==> config.mk <==
export PLATFORM = sky130hd
export DESIGN_NAME = conv_pool_quant
export DESIGN_NICKNAME = d
export VERILOG_FILES = /design/src/rtl/conv_pkg.sv /design/src/rtl/pool_line_buf.sv /design/src/rtl/conv_pool_quant.sv
export SDC_FILE = /design/constraint.sdc
export NUM_CORES = 1
export LEC_CHECK = 0
export ABC_AREA = 1
export CAP_MARGIN = 0
export CORE_ASPECT_RATIO = 0.75
export CORE_MARGIN = 4
export CORE_UTILIZATION = 50
export DETAILED_ROUTE_END_ITERATION = 16
export PLACE_DENSITY = 0.71
export SLEW_MARGIN = 20
export SYNTH_ARGS = -nofsm -noshare
export SYNTH_HDL_FRONTEND = slang
export SYNTH_SLANG_ARGS = --single-unit
==> constraint.sdc <==
create_clock -name clk -period 3.7 [get_ports clk]
set_clock_uncertainty 0.05 [all_clocks]
set_input_delay 0.925 -clock clk [delete_from_list [all_inputs] [get_ports clk]]
set_output_delay 0.925 -clock clk [all_outputs]
set_load 0.1 [all_outputs]
==> src/rtl/conv_pkg.sv <==
// Shared constants and helpers for the conv core and its post-processing stage.
package conv_pkg;

    localparam int CONV_LEN  = 22;
    localparam int OUT_LEN   = 8;
    localparam int MAX_WIDTH = 64;

    typedef enum logic {
        ST_IDLE = 1'b0,
        ST_RUN  = 1'b1
    } pool_state_e;

    // Per-layer requantization right shift.
    function automatic logic [3:0] layer_shift(input logic [1:0] layer);
        case (layer)
            2'd0:    return 4'd8;
            2'd1:    return 4'd10;
            2'd2:    return 4'd12;
            default: return 4'd13;
        endcase
    endfunction

endpackage

==> src/rtl/pool_line_buf.sv <==
// Half-width line buffer holding first-row pair maxima for 2x2 pooling.
// One synchronous write port and one combinational read port sharing an address.
module pool_line_buf #(
    parameter int DEPTH  = 32,
    parameter int DATA_W = 21
) (
    input  logic                     clk,
    input  logic                     we,
    input  logic [$clog2(DEPTH)-1:0] addr,
    input  logic [DATA_W-1:0]        wdata,
    output logic [DATA_W-1:0]        rdata
);

    logic [DATA_W-1:0] mem [DEPTH];

    // NOTE: storage has no reset; every entry is written on the even row before
    // the odd row reads it, so clearing it would only cost reset fan-out.
    always_ff @(posedge clk) begin
        if (we) begin
            mem[addr] <= wdata;
        end
    end

    assign rdata = mem[addr];

endmodule

==> src/rtl/conv_pool_quant.sv <==
// ReLU + 2x2/stride-2 max-pool + per-layer requantize/saturate stage fed by conv.
// Consumes raster-ordered samples; emits one registered activation per pooled pixel.
module conv_pool_quant #(
    parameter int CONV_LEN  = conv_pkg::CONV_LEN,
    parameter int OUT_LEN   = conv_pkg::OUT_LEN,
    parameter int MAX_WIDTH = conv_pkg::MAX_WIDTH
) (
    input  logic                clk,
    input  logic                rst_n,
    input  logic                i_start,
    input  logic [1:0]          layer_num,
    input  logic [6:0]          i_width,
    input  logic [6:0]          i_height,
    input  logic                i_valid,
    input  logic [CONV_LEN-1:0] i_conv,
    output logic                o_busy,
    output logic                o_valid,
    output logic [OUT_LEN-1:0]  o_data,
    output logic                o_done
);

    import conv_pkg::*;

    localparam int MAG_W  = CONV_LEN - 1;
    localparam int ADDR_W = $clog2(MAX_WIDTH / 2);

    pool_state_e state, state_nxt;

    logic [1:0]       layer_q;
    logic [6:0]       width_q, height_q;
    logic [6:0]       col, row;
    logic [6:0]       start_w, start_h;
    logic             start_ok, accept, last_sample, lb_we;
    logic [MAG_W-1:0] relu, pair_max, lb_rdata, row_max, col_max, quant;

    assign start_w  = i_width  & 7'h7E;
    assign start_h  = i_height & 7'h7E;
    assign start_ok = i_start && (start_w != 7'd0) && (start_h != 7'd0);

    assign accept      = (state == ST_RUN) && i_valid;
    assign last_sample = (row == height_q - 7'd1) && (col == width_q - 7'd1);
    assign o_busy      = (state == ST_RUN);

    assign relu    = i_conv[CONV_LEN-1] ? '0 : i_conv[MAG_W-1:0];
    // row_max serves both the even-row line-buffer write and the final pooled value.
    assign row_max = (relu > pair_max) ? relu : pair_max;
    assign col_max = (relu > lb_rdata) ? relu : lb_rdata;
    assign lb_we   = accept && !row[0] && col[0];
    assign quant   = row_max >> layer_shift(layer_q);

    pool_line_buf #(
        .DEPTH  (MAX_WIDTH / 2),
        .DATA_W (MAG_W)
    ) u_line_buf (
        .clk   (clk),
        .we    (lb_we),
        .addr  (col[ADDR_W:1]),
        .wdata (row_max),
        .rdata (lb_rdata)
    );

    always_ff @(posedge clk or negedge rst_n) begin
        if (!rst_n) begin
            state <= ST_IDLE;
        end else begin
            state <= state_nxt;
        end
    end

    // NOTE: next_state gets its default before the case so no path leaves it
    // unassigned, which would otherwise infer a latch.
    always_comb begin
        state_nxt = state;
        case (state)
            ST_IDLE: if (start_ok)              state_nxt = ST_RUN;
            ST_RUN:  if (accept && last_sample) state_nxt = ST_IDLE;
            default:                            state_nxt = ST_IDLE;
        endcase
    end

    // NOTE: sequential state uses non-blocking assignments so every register
    // samples the pre-edge values, independent of statement order.
    always_ff @(posedge clk or negedge rst_n) begin
        if (!rst_n) begin
            layer_q  <= '0;
            width_q  <= '0;
            height_q <= '0;
            col      <= '0;
            row      <= '0;
            pair_max <= '0;
            o_valid  <= 1'b0;
            o_data   <= '0;
            o_done   <= 1'b0;
        end else begin
            o_valid <= 1'b0;
            o_done  <= 1'b0;
            if (state == ST_IDLE && start_ok) begin
                layer_q  <= layer_num;
                width_q  <= start_w;
                height_q <= start_h;
                col      <= '0;
                row      <= '0;
            end else if (accept) begin
                if (col == width_q - 7'd1) begin
                    col <= '0;
                    row <= row + 7'd1;
                end else begin
                    col <= col + 7'd1;
                end
                if (!col[0]) begin
                    pair_max <= row[0] ? col_max : relu;
                end
                if (row[0] && col[0]) begin
                    o_valid <= 1'b1;
                    o_data  <= (|quant[MAG_W-1:OUT_LEN]) ? '1 : quant[OUT_LEN-1:0];
                    o_done  <= last_sample;
                end
            end
        end
    end

endmodule

==> out/metrics.yaml, run 1 <==
antenna_found_initial: 0
viasPerCell: 6.22
clk_pin_slew_ps: 60
start_util_pct: 51.0
synth_warnings: 0
maxSlewHeadroom_pct: 34.2
synthCells: 2266
syn2layout_area_growth_pct: 25.4
r2r-start: "col[2]"
violations: "setup timing"
drc_errors: 0
final_nets: 2711
netlist.area_leader.share_pct: 66.5
cts_hold_buffers: 0
worstMarginPinSlew_ps: 985
drv_cap: 0
wl_um: 91100
fin_crit_ps: 4110
crit_arrival_ps: 4600
grt_pass1_wl_um: 130000
worst_setup_path_start_kind: "flop"
synth-seq-area-share_pct: 71.5
rows: 77
cts_tree: "yes"
syn_area_mm2: 0.0303
overflow: 0
dp_hpwl_um: 55200
yosysMostFrequentCell: "edfxtp_1"
syn_area_per_cell_um2: 13.4
clk_latency_ps: 620
yosysTopAreaCell: "edfxtp_1"
synth_flop_cell: "edfxtp_1"
crit_top_cell: "buf_6"
port_buffers: 50
synth_edf_count: 672
crit_path_end_kind: "flop"
crit_start: "col[2]"
path_max_fanout: 15
cp_data_required_time_ps: 4190
status: "complete, but fails checks"
h-tree-depth: 3
ir_drop_uv: 515
first_global_vias: 20400
root_buffer: "clkbuf_16"
drive_gt1_share_pct: 25.2
met2_usage_pct: 39.6
grt_use_total_pct: 26.6
dr.pass1.iters: 5
top_usage_layer: "met2"
vias: 21500
synth_seq_cells: 732
crit_type: "flop to flop"
synth_cell_types: 49
period_share_pct: 111
powerDensity_mw_per_mm2: 817
synth_area_leaders: "edfxtp_1 (67%), a22oi_1 (8.3%), dfrtp_1 (4.9%), a21oi_1 (3.2%), nand2_1 (3.2%)"
cts_buffers: 69
layout_setup_ws_ps: -408
synth_common_cells: "edfxtp_1 (672), a22oi_1 (335), nand2_1 (256)"
timing.final.hold_violations: 0
fp.dieW_um: 292
wl_per_cell_um: 26.3
slowest_delay_ps: 390
drt-initial-drc-count: 3166
cts_buffer_depth: 3
maxSlewViolCount: 0
final_cell_area_mm2: 0.0380
place_area_mm2: 0.0345
use_met1_pct: 39.5
place_ws_ps: -507
max_freq_mhz: 243
synthArstFlopShare_pct: 8.20
rsz0062_at_grt: "true"
io_pins: 53
setup_viol: 21
coreArea_mm2: 0.0594
use_met3_pct: 6.27
die_h_um: 221
hp-class: "primary input to async pin"
fp.dieArea_mm2: 0.0647
p_leak_nw: 13.7
gp_congestion: 0.890
ant_nets: 0
grt_max_degree: 43
syn_nets: 2352
clkSinkCount: 732
power_w: 0.0311
crit_slowest_cell: "dfrtp_1"
[cell type report]
type | count | area, µm²
Fill cell | 4135 | 21400
Timing Repair Buffer | 406 | 4470
Multi-Input combinational cell | 1283 | 8240
Antenna cell | 1 | 2.50
Sequential cell | 732 | 21700
Tap cell | 790 | 988
Clock inverter | 40 | 322
Inverter | 133 | 519
Clock buffer | 81 | 1810
[cell families after synthesis]
kind of cell	after synthesis	share of synthesized area, %
AND/OR/NAND/NOR	582	8.93
adder cells (fa/ha/maj)	44	1.81
flip-flops	732	71.5
AO/OA/AOI/OAI	637	13.5
buffers and inverters	251	3.72
XOR/XNOR	20	0.577
[worst max-delay path: cells and delay by family, from the launching register on]
family | cells | cell delay, ps
simple gates | 11 | 1800
buf+inv | 8 | 1100
compound gates | 5 | 550
flops | 1 | 390
fa+ha+maj | 1 | 140
[report_power, final]
| part | internal, W | switching, W |
|---|---|---|
| logic | 0.00545 | 0.00804 |
| registers | 0.0105 | 0.000242 |
| clock network | 0.00380 | 0.00305 |
[flip-flops by register name, indices dropped and copies added (netlist names)]
signal and cells:
u_line_buf.mem 672, pair_max 21, o_data 8, col 7, row 7, height_q 6, width_q 6, layer_q 2
o_busy 1, o_done 1, o_valid 1
[path summary, 6_finish.rpt]
| path | cells past startpoint | endpoint | slack [ps] |
|---|---|---|---|
| min in group clk | 2 | height_q[1] | 440 |
| setup reg to reg | 25 | pair_max[19] | -410 |
| hold / removal | 1 | width_q[2] | 300 |
| max in group asynchronous | 2 | pair_max[4] | 2350 |
| setup / recovery | 25 | pair_max[19] | -410 |
| hold reg to reg | 2 | height_q[1] | 440 |
[cells in the final DEF, fill, tap and decap left out, types with 15 or more instances in the layout]
master,n
o21ai_0,17
a22oi_1,304
o21ai_1,55
buf_12,77
inv_1,114
nand4_1,17
nand2_1,237
nor2_1,54
nor2_2,47
a21oi_1,175
ha_1,35
or2_1,67
a21oi_2,15
clkinv_1,19
clkbuf_16,78
clkdlybuf4s50_1,42
buf_4,256
edfxtp_1,672
dfrtp_1,59
nand3_1,65
nand2_2,24
a22oi_2,32
o21ai_2,17
[layer usage]
metal  share of wire (%)  up-vias
li1                    -     9236
met1                  40    10700
met2                  45     1450
met3                  12      172
met4                 2.5        0
met5                   0        -
[metrics by stage]
step                hold slack (ps)  instances  utilization (%)  TNS (ps)
finish                          305       3466             64.0     -6580
global route                    351       3465             64.0     -9500
CTS                             303       3448             62.9     -3500
detailed placement              423       3297             58.1   -151040
global placement                429       3297             58.1   -128290
floorplan                       403       2266                -     -7790
[timing repair]
item	CTS	global route
resized for setup	87	89
cloned	4	7
setup buffers	27	11
endpoints found under the setup margin	21	24
pin swaps	24	45
No activity file was read; power rests on OpenSTA's default activity.
==> run 2: changes to the inputs <==
- PLACE_DENSITY: 0.71 -> 0.69
==> run 2 against run 1 <==
Against the previous run:
- die area did not move
- register-to-register slack gained 150 ps
- combinational power is 3% lower
- non-clock buffer count fell by 1
- count of clock-buffer cells in the layout grew 4
- final area decreased by 0.94%
- the flow still finishes with violations (setup timing)
- global-route usage down 0.39 points
==> out/metrics.yaml, run 2 (synthesis results as in run 1) <==
status: "complete, but fails checks"
violations: "setup timing"
grt_max_degree: 47
path_buf_inv: 7
worstMarginPinSlew_ps: 993
ir_drop_uv: 786
drv_cap: 0
period_share_pct: 107
viasPerCell: 6.14
layout_common_cells: "edfxtp_1 (672), a22oi_1 (313), buf_4 (282)"
io_pins: 53
port_buffers: 50
top_regs: "u_line_buf.mem: 672 flops, pair_max: 21 flops, o_data: 8 flops"
crit_chain: "inv_2, nor2_4, buf_4, buf_12, buf_4, a22oi_2, a21oi_1, or2_1, nor2_4, nand2_2, inv_2, ha_4, nand4_1, nor4_4, buf_4, nand4_1, nand3_2, nand2_8, clkbuf_16, o21ai_1, nand2_1, o21ai_1, nand2_1, o21ai_1"
timing.final.hold_violations: 0
dr.pass1.iters: 5
path_max_fanout: 22
h-tree-depth: 3
crit_arrival_ps: 4460
final_cell_area_mm2: 0.0377
coreArea_mm2: 0.0594
fp.dieArea_mm2: 0.0647
overflow: 0
place_area_mm2: 0.0345
final_nets: 2709
fin_crit_ps: 3960
rsz0062_at_grt: "true"
root_buffer: "clkbuf_16"
path_delay_family: "simple AND/OR/NAND/NOR gates"
cts_tree: "yes"
cts_buffer_depth: 3
start_util_pct: 51.0
crit_slowest_cell: "dfrtp_2"
regMostFlops: "u_line_buf.mem"
setup_viol: 20
dp_cells: 3313
die_h_um: 221
setup_tns_ps: -3870
syn2layout_area_growth_pct: 24.2
largest_reg_flops: 672
crit_type: "flop to flop"
clkSinkCount: 732
grt_use_total_pct: 26.2
cts_hold_buffers: 0
crit_path_end_kind: "flop"
clk_latency_ps: 630
drive_gt1_share_pct: 24.9
dp_hpwl_um: 55300
slowest_delay_ps: 460
worst_setup_path_start_kind: "flop"
clk_pin_slew_ps: 70
layoutNonFillerInstCount: 3463
layout_setup_ws_ps: -263
grt_pass1_wl_um: 128000
vias: 21200
ant_nets: 0
maxSlewHeadroom_pct: 33.6
max_freq_mhz: 252
cts_buffers: 68
drc_errors: 0
rows: 77
wl_um: 88700
first_global_vias: 20500
layout_commonest_cell: "edfxtp_1"
powerDensity_mw_per_mm2: 814
drt-initial-drc-count: 2634
maxSlewViolCount: 0
gp_congestion: 0.882
antenna_found_initial: 2
p_leak_nw: 13.6
hp-class: "primary input to async pin"
wl_per_cell_um: 25.6
power_w: 0.0307
fp.dieW_um: 292
cp_data_required_time_ps: 4200
run 2: cell types whose count changed in the layout (fill, tap and decap cells not counted), moves of 6 or more:
cell,delta
clkbuf_1,+6
buf_12,-18
clkinv_1,-6
nor2_1,-6
a21oi_2,+8
buf_4,+26
a21oi_1,-6
a22oi_1,+9
nor2_2,+7
buf_6,-8
a22oi_2,-9
run 2: power breakdown:
| part | internal, W | switching (W) | leakage [nW] |
|---|---|---|---|
| combinational | 0.00523 | 0.00789 | 5.72 |
| clock | 0.00379 | 0.00303 | 1.01 |
| sequential | 0.0105 | 0.000243 | 6.88 |
run 2: metal layers:
layer	wire, µm	part of all wire (%)	track usage (%)	vias to the layer above
met5	0	0	0	-
li1	-	-	-	9255
met2	40000	45	39.7	1208
met3	9880	11	5.92	140
met1	36700	41	38.8	10600
met4	2130	2.4	6.72	0
run 2: repair_timing:
action	4_1_cts	5_1_grt
pin swaps	13	46
setup endpoints to repair	21	29
gates cloned	4	6
hold endpoints to repair	0	0
gates resized for setup	48	108
buffers inserted	7	13
run 2: worst paths after layout:
kind	from	to	slack (ps)	cells after the start
worst max-delay path	col[2]	pair_max[11]	-260	24
worst min-delay path	rst_n	width_q[6]	280	1
worst max register to register	col[2]	pair_max[11]	-260	24
worst min register to register	height_q[1]	height_q[1]	440	2
max in group asynchronous	rst_n	pair_max[0]	2360	2
min in group clk	height_q[1]	height_q[1]	440	2
run 2: worst register-to-register path: stages, from the launching register on:
cell and delay (ps):
dfrtp_2 460, inv_2 110, nor2_4 50, buf_4 140, buf_12 160, buf_4 170, a22oi_2 150, a21oi_1 90
or2_1 270, nor2_4 200, nand2_2 100, inv_2 80, ha_4 150, nand4_1 280, nor4_4 260, buf_4 160
nand4_1 100, nand3_2 150, nand2_8 110, clkbuf_16 200, o21ai_1 130, nand2_1 80, o21ai_1 130, nand2_1 70
o21ai_1 80
run 2: through the flow:
stage,utilization [%],worst slack [ps],hold slack (ps)
4_1_cts,62.2,-203,277
3_5_place_dp,58.0,-475,425
5_1_grt,63.4,-452,310
3_3_place_gp,58.0,-345,427
2_1_floorplan,-,-30.1,403
6_report,63.4,-263,276
run 2: cell type report:
type	instances	area, µm²
inverters	133	520
well taps	790	988
fillers	4267	21800
clock inverters	32	319
flip-flops and latches	732	21700
clock buffers	85	1790
diodes	3	7.51
repair buffers	405	4150
multi-input cells	1283	8220
